[src/rtl/dp_ram_be.sv]
// Simple dual-port synchronous RAM with byte-enabled writes, registered reads,
// selectable read-during-write result and a hardware zero sweep after reset or clr.
module dp_ram_be #(
    parameter int DATA_W   = 16,
    parameter int ADDR_W   = 4,
    parameter int RDW_MODE = 0
) (
    input  logic                  clk,
    input  logic                  rst,
    input  logic                  clr,
    output logic                  busy,
    input  logic                  wr_en,
    input  logic [ADDR_W-1:0]     wr_addr,
    input  logic [DATA_W/8-1:0]   wr_be,
    input  logic [DATA_W-1:0]     wr_data,
    input  logic                  rd_en,
    input  logic [ADDR_W-1:0]     rd_addr,
    output logic [DATA_W-1:0]     rd_data,
    output logic                  rd_valid
);

    localparam int NBE   = DATA_W / 8;
    localparam int DEPTH = 2 ** ADDR_W;
    localparam logic [ADDR_W-1:0] SP_LAST = {ADDR_W{1'b1}};
    localparam logic [ADDR_W-1:0] SP_ONE  = {{(ADDR_W-1){1'b0}}, 1'b1};
    localparam bit WRITE_FIRST = (RDW_MODE == 32'sd1);

    typedef enum logic {
        ST_CLEAR = 1'b0,
        ST_IDLE  = 1'b1
    } state_t;

    state_t              state_r;
    logic [ADDR_W-1:0]   sp_r;
    logic                busy_r;
    logic [DATA_W-1:0]   rd_data_r;
    logic                rd_valid_r;
    logic [DATA_W-1:0]   mem_r [DEPTH];

    logic                wr_ok_s;
    logic                rd_ok_s;
    logic                collide_s;
    logic [DATA_W-1:0]   wr_merged_s;
    logic [DATA_W-1:0]   rd_word_s;

    // Replace only the byte lanes whose enable bit is set.
    function automatic logic [DATA_W-1:0] be_merge(
        input logic [DATA_W-1:0] old_w,
        input logic [DATA_W-1:0] new_w,
        input logic [NBE-1:0]    be
    );
        logic [DATA_W-1:0] res;
        res = old_w;
        for (int i = 0; i < NBE; i++) begin
            if (be[i]) begin
                res[8*i +: 8] = new_w[8*i +: 8];
            end else begin
                res[8*i +: 8] = old_w[8*i +: 8];
            end
        end
        return res;
    endfunction

    // Request qualification, write merge and read-word selection.
    always_comb begin
        wr_ok_s     = 1'b0;
        rd_ok_s     = 1'b0;
        if (state_r == ST_IDLE) begin
            wr_ok_s = wr_en;
            rd_ok_s = rd_en;
        end else begin
            wr_ok_s = 1'b0;
            rd_ok_s = 1'b0;
        end
        collide_s   = wr_ok_s && rd_ok_s && (wr_addr == rd_addr);
        wr_merged_s = be_merge(mem_r[wr_addr], wr_data, wr_be);
        // Read-first falls out of the array update being non-blocking.
        if (WRITE_FIRST && collide_s) begin
            rd_word_s = wr_merged_s;
        end else begin
            rd_word_s = mem_r[rd_addr];
        end
    end

    // Sweep FSM and registered read port.
    always_ff @(posedge clk or posedge rst) begin
        if (rst) begin
            state_r    <= ST_CLEAR;
            sp_r       <= {ADDR_W{1'b0}};
            busy_r     <= 1'b1;
            rd_data_r  <= {DATA_W{1'b0}};
            rd_valid_r <= 1'b0;
        end else begin
            case (state_r)
                ST_CLEAR: begin
                    sp_r <= sp_r + SP_ONE;
                    if (sp_r == SP_LAST) begin
                        state_r <= ST_IDLE;
                        busy_r  <= 1'b0;
                    end
                end
                ST_IDLE: begin
                    if (clr) begin
                        state_r <= ST_CLEAR;
                        sp_r    <= {ADDR_W{1'b0}};
                        busy_r  <= 1'b1;
                    end
                end
                default: begin
                    state_r <= ST_CLEAR;
                    sp_r    <= {ADDR_W{1'b0}};
                    busy_r  <= 1'b1;
                end
            endcase
            rd_valid_r <= rd_ok_s;
            if (rd_ok_s) begin
                rd_data_r <= rd_word_s;
            end
        end
    end

    // Storage array: sweep zeroes one word per edge, otherwise accepted writes land.
    always_ff @(posedge clk) begin
        if (state_r == ST_CLEAR) begin
            mem_r[sp_r] <= {DATA_W{1'b0}};
        end else if (wr_ok_s) begin
            mem_r[wr_addr] <= wr_merged_s;
        end
    end

    assign busy     = busy_r;
    assign rd_data  = rd_data_r;
    assign rd_valid = rd_valid_r;

endmodule

[config.mk]
export PLATFORM = sky130hd
export DESIGN_NAME = dp_ram_be
export DESIGN_NICKNAME = d
export VERILOG_FILES = /design/src/rtl/dp_ram_be.sv
export SDC_FILE = /design/constraint.sdc
export NUM_CORES = 1
export LEC_CHECK = 0
export BUFFER_PORTS_ARGS = -buffer_cell sky130_fd_sc_hd__buf_4
export CAP_MARGIN = 5
export CORE_ASPECT_RATIO = 0.7
export CORE_MARGIN = 1
export CORE_UTILIZATION = 45
export DETAILED_ROUTE_END_ITERATION = 8
export PLACE_DENSITY = 0.67
export SYNTH_ARGS = -nofsm -noshare
export SYNTH_HDL_FRONTEND = slang
export SYNTH_SLANG_ARGS = --single-unit
[constraint.sdc]
create_clock -name clk -period 2.51 [get_ports clk]
set_input_delay 0.502 -clock clk [delete_from_list [all_inputs] [get_ports clk]]
set_output_delay 0.502 -clock clk [all_outputs]
set_load 0.03 [all_outputs]
After elaboration in Yosys (flattened, before gate mapping)
Memory sizes are Yosys's and may differ from the RTL's. A register that Yosys moved wholly into a read port is not among the register bits.
Cells that the tools add are included.
{"block": "classes", "order_cmp": 0, "n_bitwise": 1, "shifts": 0, "mux": 19, "n_eq_ne": 5, "n_div": 0, "n_mul": 0, "n_addsub": 1, "n_reduce_logical": 4}
{"cell": "$mux W16", "n": 1}
{"cell": "$mux W8", "n": 2}
{"cell": "$reduce_or A16 Y1", "n": 1}
{"cell": "$mux W1", "n": 10}
{"cell": "$mux W4", "n": 2}
{"cell": "$pmux W4 S2", "n": 1}
{"cell": "$reduce_and A2 Y1", "n": 3}
{"cell": "$add A4 B1 Y4 const B", "n": 1}
{"cell": "$eq A4 B4 Y1 const B", "n": 1}
{"cell": "$ne A2 B2 Y1 const B", "n": 2}
{"cell": "$pmux W1 S2", "n": 2}
{"cell": "$mux W2", "n": 1}
{"cell": "$ne A1 B1 Y1 const B", "n": 2}
{"cell": "$not A1 Y1", "n": 1}
{"block": "word_totals", "regBits": 7, "romBits": 0, "n_memories": 1, "inputBits": 31, "latchBits": 0, "elab_cells": 35, "mem_bits_rw": 256}
{"name": "mem_r", "depth": 16, "width": 16, "read_ports": 1, "rd_ports_with_merged_regs": 1, "wr": 1, "line_no": "38", "text": "logic [DATA_W-1:0] mem_r [DEPTH];"}

Logic depth before layout (Yosys ltp)
{"block": "logic_depth", "ltp_word": 7, "mapped_depth": 6, "mapped_depth_nobuf": 4}

Least setup slack after synthesis
Ideal clock, no wire load.
{"block": "synth_path", "kind": "input port to flip-flop", "from": "input wr_be[0]", "to": "memory mem_r[1][0], enable pin", "n_path_buf": 2, "t_arrival_ns": 1.761, "path_stages": 6, "setup_time_ns": 0.370, "path_slack_ns": 0.379, "required_ns": 2.140, "path_cell_list": "o211a_1 -> buf_6 -> buf_12 -> mux2i_4 -> a21o_1 -> nor2_1"}
{"block": "synth_between", "elab_chain_cells": 4, "word_cells_on_any_way": 5, "cone_classes": "eq/ne (1); mux (2); reduce/logical (2)"}
{"element": "start, declared", "line_no": "14", "text": "input logic [DATA_W/8-1:0] wr_be,"}
{"element": "$ne A1 B1 Y1 (no source line) (*)"}
{"element": "$reduce_and A2 Y1 (no source line) (*)"}
{"element": "$reduce_or A16 Y1 (no source line)"}
{"element": "$mux W4 (no source line) or $mux W2 (tied branches)"}
{"element": "end, declared", "line_no": "38"}
Every way passes the cells marked *; elsewhere a longest branch is shown, timed or not.

Final worst setup path
{"block": "layout_path", "from": "register state_r", "to": "memory mem_r[6][4] (data pin)"}
{"block": "layout_between", "elab_chain_cells": 7, "word_cells_on_any_way": 8, "cone_classes": "mux (5); reduce/logical (3)"}
{"element": "start, declared", "line_no": "33", "text": "state_t state_r;"}
{"element": "start signal, assigned", "line_no": "88", "text": "state_r <= ST_CLEAR;"}
{"element": "start signal, assigned", "line_no": "98", "text": "state_r <= ST_IDLE;"}
{"element": "start signal, assigned", "line_no": "104", "text": "state_r <= ST_CLEAR;"}
{"element": "$mux W1", "line_no": "68", "text": "if (state_r == ST_IDLE) begin"}
{"element": "$mux W1", "line_no": "126", "text": "end else if (wr_ok_s) begin"}
{"element": "$mux W1 (*)", "line_no": "124", "text": "if (state_r == ST_CLEAR) begin"}
{"element": "$mux W1 (not written as such) (*)", "line_no": "127", "text": "mem_r[wr_addr] <= wr_merged_s;"}
{"element": "$reduce_and A2 Y1 (no source line)"}
{"element": "$reduce_or A16 Y1 (no source line) (*)"}
{"element": "$mux W16 (no source line) (*)"}
Marks and branches as above.

==> flow_summary.json <==
{
  "status": "finished, final reports clean",
  "drive_above_1_share": 0.184,
  "period_minus_slack_ns": 1.98,
  "pwr_density_cell_nw_per_um2": 995,
  "place_congestion": 0.827,
  "leakage_nw": 4.94,
  "num_rows": 47,
  "cp_slowest_stage_delay_ns": 0.70,
  "ant_nets": 0,
  "io_pins": 49,
  "crit_fanout": 16,
  "synth_cell_type_count": 35,
  "drc": 0,
  "rsz0062_at_grt": "false",
  "finalHoldViolCount": 0,
  "vias": 6348,
  "ys_warn_count": 0,
  "drv_cap": 0,
  "max_slew_margin": 0.435,
  "synth_seq_cells": 279,
  "chipWidth_um": 191,
  "clk_latency_ns": 0.53,
  "avgSynthCellArea_um2": 16.0,
  "cts_hold_buf": 0,
  "synthArstFlopShare": 0.0824,
  "worstSetupStartpointType": "register",
  "cp-startpoint": "state_r",
  "setup_viol": 0,
  "synth_edf_count": 256,
  "via_per_inst": 5.62,
  "critical_path_class": "register to register",
  "coreArea_um2": 24100,
  "crit_end": "mem_r[6][4]",
  "final_cell_mix": "edfxtp_1 (256), mux2i_1 (131), buf_4 (94)",
  "layout_commonest_cell": "edfxtp_1",
  "synthDominantCellAreaShare": 0.683,
  "cts_buffer_depth": 3,
  "die_area_um2": 25600,
  "cts_tree": "done",
  "wl_per_cell_um": 22.3,
  "multiInputGateArea_um2": 2750,
  "arrival_ns": 2.18,
  "antenna_found_initial": 0,
  "setup-tns-final_ns": 0,
  "cts_setup_buffers": 0,
  "numCtsBuffers": 27,
  "final_nets": 823,
  "skew_ns": 0.0142,
  "design_power_total_mw": 13.0,
  "hpwl_mm": 16.8,
  "hp-class": "primary input to asynchronous set/reset pin",
  "grt_pass1_vias": 6085,
  "synthCells": 703,
  "min_period_over_period": 0.787,
  "yosysTopAreaCell": "edfxtp_1",
  "cp.required_ns": 2.71,
  "crit_top_cell": "buf_4",
  "clock-sinks": 279,
  "r2r_cells": 4,
  "r2r-start": "state_r",
  "crit_chain": "o211a_1 -> buf_4 -> buf_4 -> and2_1",
  "regArea_um2": 8260,
  "cp_slowest_cell": "and2_1",
  "wirelength_mm": 25.2,
  "synth_area_um2": 11200,
  "start_util": 0.468,
  "grt_overflow": 0,
  "r2r-end": "mem_r[6][4]",
  "yosys-top-cells-area": "edfxtp_1 (68%), mux2i_1 (12%), dfrtp_1 (4.9%)",
  "fin_cells": 1129,
  "dpl.cell_count": 1079,
  "grt_max_degree": 34,
  "num_antenna_cells": 0,
  "irDropWorstVdd_v": 0.000563,
  "synthFlopType": "edfxtp_1",
  "fillers": 1857,
  "dr.pass1.iters": 5,
  "clkTransAtPathRegs_ns": 0.06,
  "first_iter_violations": 855,
  "grt_usage": 0.200,
  "max_freq_mhz": 506,
  "final_core_util": 0.544,
  "portBuffers": 48,
  "die_h_um": 134,
  "root_buffer": "clkbuf_16",
  "postCtsResizedCells": 0,
  "grt_pass1_wl_mm": 37.8,
  "area_delta_synth_final_pct": 16.3,
  "worst_pin_slew_ns": 0.848,
  "syn_nets": 735,
  "synth.yosys.seq_area_share": 0.735,
  "slew_violations": 0,
  "cts.htree.levels": 1,
  "r2r_slack_ns": 0.53,
  "critPathCaptureType": "register"
}
routing by layer:
| layer | global-route usage | vias up | wire length, um |
|---|---|---|---|
| met3 | 0.0406 | 27 | 2270 |
| met5 | 0 | - | 0 |
| li1 | - | 2867 | - |
| met1 | 0.331 | 3183 | 12100 |
| met4 | 0.0324 | 0 | 288 |
| met2 | 0.270 | 271 | 10500 |
through the flow:
step	instance area [um2]	hold slack (ns)	setup slack [ns]
floorplan	11200	0.503	0.379
global placement	12200	0.473	0.132
detailed placement	12200	0.477	0.0862
CTS	13100	0.0588	0.507
global route	13100	0.0790	0.411
finish	13100	0.0570	0.534
sequential cells by signal, indices dropped and copies added (netlist names):
register and count:
busy 1, mem_r 256, rd_data 16, rd_valid 1, sp_r 4, state_r 1
area by class of cell:
class / instances / share of cell area
Sequential cell: 279 / 0.632
Multi-Input combinational cell: 381 / 0.210
Timing Repair Buffer: 98 / 0.0600
Clock buffer: 33 / 0.0549
Tap cell: 318 / 0.0304
Clock inverter: 16 / 0.0117
Inverter: 4 / 0.00115
synthesized netlist by cell type (2+ instances only):
master / instances
o21ai_0: 4
nand2_1: 57
a22oi_1: 48
clkbuf_4: 2
clkbuf_1: 12
a21o_1: 6
nand2b_1: 2
nand3_1: 33
nor2b_1: 11
nand4_1: 16
mux2_4: 2
mux2i_4: 3
edfxtp_1: 256
dfrtp_1: 22
inv_1: 4
mux2i_1: 131
buf_2: 13
nor2_1: 40
and2_1: 17
buf_4: 9
where the power goes:
group	internal (mW)	total, mW	switching, mW
clock network	2.33	3.97	1.64
registers	6.09	6.40	0.315
logic	0.929	2.64	1.72
total	9.35	13.0	3.67
logic make-up (layout without fill, tap and decap cells):
kind of cell	after synthesis	after routing	share of synthesized area
buffers and inverters	43	151	0.0216
adder cells (fa/ha/maj)	1	1	0.00111
flip-flops	279	279	0.735
AND/OR/NAND/NOR	180	180	0.0755
AO/OA/AOI/OAI	64	64	0.0418
multiplexers	136	136	0.125
critical path, delay by kind of cell, from the launching register on:
kind            cells  cell delay [ns]
simple gates        1             0.70
buf+inv             2             0.44
flops               1             0.35
compound gates      1             0.15
worst min path at each step:
stage | end | from | slack, ns | cells past startpoint
6_report | sp_r[1] | rst | 0.06 | 3
5_1_grt | sp_r[1] | rst | 0.08 | 3
3_3_place_gp | rd_data[11] | rd_data[11] | 0.47 | 2
2_1_floorplan | rd_data[0] | rst | 0.50 | 1
4_1_cts | sp_r[1] | rst | 0.06 | 3
3_5_place_dp | rd_data[0] | rd_data[0] | 0.48 | 2
Note: power is estimated with default switching activity, not from simulation.
